`config.mk`:
```
export PLATFORM = sky130hd
export DESIGN_NAME = seg_scan_ctrl
export DESIGN_NICKNAME = d
export VERILOG_FILES = /design/src/rtl/seg_scan_ctrl.sv
export SDC_FILE = /design/constraint.sdc
export NUM_CORES = 1
export LEC_CHECK = 0
export CAP_MARGIN = 20
export CORE_UTILIZATION = 57
export CTS_BUF_LIST = sky130_fd_sc_hd__clkbuf_8
export CTS_CLUSTER_DIAMETER = 30
export DETAILED_ROUTE_END_ITERATION = 16
export PLACE_DENSITY = 0.79
export SYNTH_ARGS = -nofsm -noshare
export SYNTH_HDL_FRONTEND = slang
export SYNTH_SLANG_ARGS = --single-unit
```
`constraint.sdc`:
```
create_clock -name clk -period 3 [get_ports clk]
set_clock_uncertainty 0.05 [all_clocks]
set_input_delay 0.6 -clock clk [delete_from_list [all_inputs] [get_ports clk]]
set_output_delay 0.6 -clock clk [all_outputs]
set_load 0.02 [all_outputs]
```
`src/rtl/seg_scan_ctrl.sv`:
```
// ---------------------------------------------------------------------------------------------
// seg_scan_ctrl
//
// Autonomous scan scheduler for the 7-segment / keypad decode datapath.
// - Holds four 4-bit digit values and time-multiplexes them across four screens.
// - Walks the four keypad columns and emits one command byte {col, screen, digit}
//   per scan slot.
// - Samples the decoder's active-low key return, debounces all 16 keys and queues
//   press/release events in a 4-deep first-word-fall-through FIFO.
//
// Ports:
//   clk        in   clock, rising edge
//   rst_n      in   asynchronous active-low reset
//   wr_en      in   digit write strobe
//   wr_addr    in   [1:0] screen index written
//   wr_data    in   [3:0] digit value
//   cmd_byte   out  [7:0] {col[1:0], screen[1:0], digit[3:0]}, held for the slot
//   cmd_valid  out  one-cycle pulse when cmd_byte is reloaded
//   key_n      in   decoder key return, 0 = addressed key pressed (asynchronous)
//   key_valid  out  event FIFO not empty
//   key_ready  in   host accepts the head event
//   key_code   out  [3:0] {screen, col} of the head event
//   key_press  out  head event type, 1 = press, 0 = release
//   ovf        out  sticky flag, an event was dropped on a full FIFO
// ---------------------------------------------------------------------------------------------
module seg_scan_ctrl #(
    parameter int unsigned DWELL = 16,
    parameter int unsigned DEB   = 3
) (
    input  logic       clk,
    input  logic       rst_n,
    input  logic       wr_en,
    input  logic [1:0] wr_addr,
    input  logic [3:0] wr_data,
    output logic [7:0] cmd_byte,
    output logic       cmd_valid,
    input  logic       key_n,
    output logic       key_valid,
    input  logic       key_ready,
    output logic [3:0] key_code,
    output logic       key_press,
    output logic       ovf
);

    localparam int unsigned DwellW    = (DWELL > 1) ? $clog2(DWELL) : 1;
    localparam int unsigned FifoDepth = 4;

    localparam logic [DwellW-1:0] DwellLast = DwellW'(DWELL - 1);
    // Counter value at which the next differing sample completes the debounce run.
    localparam logic [2:0]        DebLast   = 3'(DEB - 1);
    localparam logic [2:0]        FifoFull  = 3'(FifoDepth);

    // -----------------------------------------------------------------------------------------
    // Slot sequencing
    // -----------------------------------------------------------------------------------------
    logic [DwellW-1:0] dwell_q, dwell_d;
    logic [3:0]        slot_q, slot_d;
    logic [1:0]        screen;
    logic [1:0]        col;
    logic              slot_first;
    logic              slot_last;

    assign screen     = slot_q[1:0];
    assign col        = slot_q[3:2];
    assign slot_first = (dwell_q == '0);
    assign slot_last  = (dwell_q == DwellLast);

    always_comb begin
        dwell_d = dwell_q + DwellW'(1);
        slot_d  = slot_q;
        if (slot_last) begin
            dwell_d = '0;
            slot_d  = slot_q + 4'd1;
        end
    end

    always_ff @(posedge clk or negedge rst_n) begin
        if (!rst_n) begin
            dwell_q <= '0;
            slot_q  <= '0;
        end else begin
            dwell_q <= dwell_d;
            slot_q  <= slot_d;
        end
    end

    // -----------------------------------------------------------------------------------------
    // Digit register file
    // -----------------------------------------------------------------------------------------
    logic [3:0][3:0] digit_q, digit_d;

    always_comb begin
        digit_d = digit_q;
        if (wr_en) begin
            digit_d[wr_addr] = wr_data;
        end
    end

    always_ff @(posedge clk or negedge rst_n) begin
        if (!rst_n) begin
            digit_q <= '0;
        end else begin
            digit_q <= digit_d;
        end
    end

    // -----------------------------------------------------------------------------------------
    // Command byte
    // -----------------------------------------------------------------------------------------
    logic [7:0] cmd_byte_q, cmd_byte_d;
    logic       cmd_valid_q, cmd_valid_d;

    // The load reads digit_q, so a write landing on the same edge shows up a frame later.
    always_comb begin
        cmd_byte_d  = cmd_byte_q;
        cmd_valid_d = slot_first;
        if (slot_first) begin
            cmd_byte_d = {col, screen, digit_q[screen]};
        end
    end

    always_ff @(posedge clk or negedge rst_n) begin
        if (!rst_n) begin
            cmd_byte_q  <= 8'h00;
            cmd_valid_q <= 1'b0;
        end else begin
            cmd_byte_q  <= cmd_byte_d;
            cmd_valid_q <= cmd_valid_d;
        end
    end

    assign cmd_byte  = cmd_byte_q;
    assign cmd_valid = cmd_valid_q;

    // -----------------------------------------------------------------------------------------
    // Key return synchroniser
    // -----------------------------------------------------------------------------------------
    logic sync1_q;
    logic sync2_q;

    always_ff @(posedge clk or negedge rst_n) begin
        if (!rst_n) begin
            sync1_q <= 1'b1;
            sync2_q <= 1'b1;
        end else begin
            sync1_q <= key_n;
            sync2_q <= sync1_q;
        end
    end

    // -----------------------------------------------------------------------------------------
    // Per-key debounce
    // -----------------------------------------------------------------------------------------
    logic [15:0]      stable_q, stable_d;
    logic [15:0][2:0] deb_cnt_q, deb_cnt_d;
    logic [3:0]       key_idx;
    logic             sample_pressed;
    logic             evt_push;
    logic [4:0]       evt_data;

    assign key_idx        = {screen, col};
    assign sample_pressed = ~sync2_q;

    // Only the key addressed by the current slot is touched, once per frame on the slot's
    // last cycle, so the synchronised return has settled for the whole slot.
    always_comb begin
        stable_d  = stable_q;
        deb_cnt_d = deb_cnt_q;
        evt_push  = 1'b0;
        evt_data  = {key_idx, ~stable_q[key_idx]};
        if (slot_last) begin
            if (sample_pressed == stable_q[key_idx]) begin
                deb_cnt_d[key_idx] = '0;
            end else if (deb_cnt_q[key_idx] >= DebLast) begin
                stable_d[key_idx]  = sample_pressed;
                deb_cnt_d[key_idx] = '0;
                evt_push           = 1'b1;
            end else begin
                deb_cnt_d[key_idx] = deb_cnt_q[key_idx] + 3'd1;
            end
        end
    end

    always_ff @(posedge clk or negedge rst_n) begin
        if (!rst_n) begin
            stable_q  <= '0;
            deb_cnt_q <= '0;
        end else begin
            stable_q  <= stable_d;
            deb_cnt_q <= deb_cnt_d;
        end
    end

    // -----------------------------------------------------------------------------------------
    // Event FIFO (first-word-fall-through)
    // -----------------------------------------------------------------------------------------
    logic [FifoDepth-1:0][4:0] fifo_q, fifo_d;
    logic [1:0]                rd_ptr_q, rd_ptr_d;
    logic [1:0]                wr_ptr_q, wr_ptr_d;
    logic [2:0]                count_q, count_d;
    logic                      ovf_q, ovf_d;
    logic                      fifo_full;
    logic                      fifo_nempty;
    logic                      do_pop;
    logic                      do_push;

    assign fifo_full   = (count_q == FifoFull);
    assign fifo_nempty = (count_q != 3'd0);
    assign do_pop      = fifo_nempty & key_ready;
    // A simultaneous pop frees the slot the push needs, so a full FIFO still accepts it.
    assign do_push     = evt_push & (~fifo_full | do_pop);

    always_comb begin
        fifo_d   = fifo_q;
        rd_ptr_d = rd_ptr_q;
        wr_ptr_d = wr_ptr_q;
        count_d  = count_q;
        ovf_d    = ovf_q;

        if (do_push) begin
            fifo_d[wr_ptr_q] = evt_data;
            wr_ptr_d         = wr_ptr_q + 2'd1;
        end
        if (do_pop) begin
            rd_ptr_d = rd_ptr_q + 2'd1;
        end

        if (do_push && !do_pop) begin
            count_d = count_q + 3'd1;
        end else if (do_pop && !do_push) begin
            count_d = count_q - 3'd1;
        end

        if (evt_push && !do_push) begin
            ovf_d = 1'b1;
        end
    end

    always_ff @(posedge clk or negedge rst_n) begin
        if (!rst_n) begin
            fifo_q   <= '0;
            rd_ptr_q <= '0;
            wr_ptr_q <= '0;
            count_q  <= '0;
            ovf_q    <= 1'b0;
        end else begin
            fifo_q   <= fifo_d;
            rd_ptr_q <= rd_ptr_d;
            wr_ptr_q <= wr_ptr_d;
            count_q  <= count_d;
            ovf_q    <= ovf_d;
        end
    end

    // Head fields read as zero while empty so stale entries never leak out.
    assign key_valid = fifo_nempty;
    assign key_code  = fifo_nempty ? fifo_q[rd_ptr_q][4:1] : 4'h0;
    assign key_press = fifo_nempty ? fifo_q[rd_ptr_q][0] : 1'b0;
    assign ovf       = ovf_q;

endmodule

```
==> out/qor.yml <==
outcome:
  status: "completed"
clock_tree:
  cts-buffers-inserted: 17
  ctsRootBufferMaster: "clkbuf_8"
  cts_buffer_depth: 2
  cts.sinks: 127
  clkSlewWorstSetupHoldPaths_ns: 0.08
  cts_tree: "built"
  ctsHtreeMaxLevel: 4
  clk_latency_ns: 0.44
setup_path:
  endpoint_kind: "flip-flop"
  start_kind: "flip-flop"
  path_class: "reg -> reg"
  cp_num_buf_inv: 3
  r2r_slack_ns: 0.02
  crit_path_max_fanout: 5
  crit_family: "multiplexers"
  arrival_ns: 3.25
  cp_cell_sequence: "buf_6 > mux4_2 > mux2_4 > or3b_4 > and4_4 > nand2_4 > inv_2 > ha_4 > inv_2 > fa_1 > mux2_4"
  cpPeakStageDelay_ns: 0.49
  critPathSlowestCell: "mux4_2"
  required_ns: 3.28
timing:
  slew_headroom_pct: 52.8
  rsz0062_at_grt: "true"
  final.setup.tns_ns: 0
  report.final.slew_viol_count: 0
  fin_ws_ns: 0.0241
  period_share_pct: 99.2
  fin_crit_ns: 2.98
  hold_violations: 0
  worst_slew_pin_slew_ns: 0.707
  max_freq_mhz: 336
  final-setup-viol-count: 0
routing:
  ant_nets: 0
  vias: 3828
  drc: 0
  drt_wl_total_um: 12100
  drt_iter0_drc: 363
  drt_first_pass_iters: 4
  routedWlPerCell_um: 18.6
  vias_per_cell: 5.88
placed_design:
  hpwlAfterDp_um: 8640
  dp.cells: 615
  gp_congestion: 0.882
  portBuffers: 26
  pre_cts_ws_ns: -0.0239
layout:
  fin_nets: 526
  antenna_cells: 0
  fillers: 729
  layout-area-overhead-vs-synth_pct: 17.2
  multiInputGateArea_um2: 2730
  layout-drive-gt1-share_pct: 36.9
  regArea_um2: 3180
  finalNonFillerCells: 651
worst_hold_path:
  holdCritPathClass: "reg -> reg"
logic_synthesis:
  avgSynthCellArea_um2: 13.3
  synthAdderAreaFrac_pct: 2.82
  ys_ff_latch: 127
  synth_top_family_by_area: "multiplexers"
  synthesis.nets: 476
  synthesis.area_um2: 6030
  synth.distinct_cells: 42
  ys_seq_area_share_pct: 52.8
  yosys_warnings: 0
  syn_inst: 452
  synth_xor_area_share_pct: 1.60
  synthMuxAreaShare_pct: 26.4
  synth_compound_area_share_pct: 6.08
  synth-simple-area-share_pct: 7.45
power_and_ir_drop:
  peakVddDrop_v: 0.000334
  pwr_density_cell_nw_per_um2: 476
  p_leak_nw: 3.14
grt:
  grt_remaining_overflow: 0
  grt_pass1_wl_um: 20700
  grt_pass1_vias: 4025
  grt_antenna_before_repair: 0
  grt_max_degree: 72
  track_usage_pct: 25.0
floorplan:
  num_io_pins: 27
  initial_core_util_pct: 58.6
  fp-row-count: 37
  coreArea_um2: 10300
  die_h_um: 105
  dieArea_um2: 11000
  dieWidth_um: 105
job:
  max_cap_violations: 0
[what timing repair did]
item	CTS	global route
endpoints found under the setup margin	4	42
resized for setup	5	11
pin swaps	0	1
hold buffers	1	0
hold endpoints to repair	5	0
setup buffers	1	2
[cells in the final DEF, fill, tap and decap left out, drive strengths merged, types with 3 or more instances in the layout]
cell	count
buf	33
and3	5
ha	12
clkinvlp	8
mux2i	4
clkdlybuf4s50	25
clkinv	3
nor2	18
dfrtp	125
clkbuf	17
nand2	21
a21oi	14
inv	16
xor2	4
and2	7
mux2	79
nor2b	5
xnor2	7
nand3	20
o31ai	6
a31oi	11
o21ai	24
mux4	26
[cells by family (layout without fill, tap and decap cells)]
logic type / after synthesis / after routing
DFF: 127 / 127
muxes: 109 / 109
and+or+nand+nor: 89 / 89
AOI/OAI and AO/OA: 62 / 62
buffers and inverters: 41 / 104
adders and majority gates: 13 / 13
xor gates and xnor gates: 11 / 11
[per-layer routing]
layer  vias up  routed length [µm]  global-route usage (%)
met2       107                6100                    41.0
met4         0                 225                    9.46
li1       1745                   -                       -
met5         -                   0                       0
met3        19                 490                    6.49
met1      1957                5270                    32.1
[flip-flops by register name, summed over array words and instances, names as in the netlist, 2 cells and up]
register,flops
count_q,3
slot_q,4
digit_q,16
fifo_q,20
wr_ptr_q,2
deb_cnt_q,48
stable_q,16
rd_ptr_q,2
cmd_byte,8
dwell_q,4
[synthesized netlist by cell type (all sizes together)]
library cell	number	share of area, %
or3b	1	0.19
and3	5	0.52
a22oi	2	0.25
fa	1	0.33
inv	13	0.81
nand2	21	1.3
or3	1	0.10
nor3	1	0.083
a211oi	1	0.21
and2b	1	0.12
o21ai	24	2.0
nand2b	2	0.21
nor4b	1	0.15
a31oi	11	1.1
dfrtp	125	52
ha	12	2.5
dfstp	2	0.87
mux2	79	16
xor2	4	0.58
a31o	1	0.15
mux2i	4	0.66
clkbuf	12	0.75
nand4	1	0.10
buf	16	1.3
nor2b	5	0.52
a22o	2	0.29
o31ai	6	0.75
mux4	26	9.7
nand3b	2	0.25
and2	7	0.73
xnor2	7	1.0
nor3b	2	0.25
a21oi	14	1.2
o41ai	1	0.15
nand3	20	1.7
and4	1	0.15
nor2	18	1.1
[per-stage QoR]
stage	hold slack [ns]	total power, W	instance area, µm²	utilization (%)
floorplan	0.254	0.00191	6060	-
global placement	0.298	0.00200	6610	64.3
detailed placement	0.298	0.00201	6610	64.3
CTS	0.310	0.00339	7020	68.3
global route	0.319	0.00349	7060	68.7
finish	0.309	0.00336	7060	68.7
[worst paths after layout]
check,to,from,cells past startpoint
min reg2reg,sync2_q,sync1_q,0
max reg2reg,count_q[1],slot_q[2],11
min,sync2_q,sync1_q,0
max,count_q[1],slot_q[2],11
min in group asynchronous,ovf,rst_n,2
max in group asynchronous,slot_q[3],rst_n,3
[worst reg2reg max path: stages, from the launching register on]
cell and delay [ns]:
dfrtp_1 0.39, buf_6 0.14, mux4_2 0.49, mux2_4 0.29
or3b_4 0.38, and4_4 0.17, nand2_4 0.06, inv_2 0.04
ha_4 0.15, inv_2 0.04, fa_1 0.39, mux2_4 0.27
[report_power, final]
group	internal [W]	switching [W]
combinational	0.0000983	0.0000845
clock	0.000659	0.000724
sequential	0.00177	0.0000269
[cell type report]
cell class / count / area share, %
inverter: 13 / 0.691
sequential: 127 / 45.1
clock buffer: 17 / 3.31
tap: 136 / 2.41
timing repair buffer: 59 / 7.88
clock inverter: 15 / 1.97
multi-input combinational: 284 / 38.7
(Power assumes the default switching activity.)
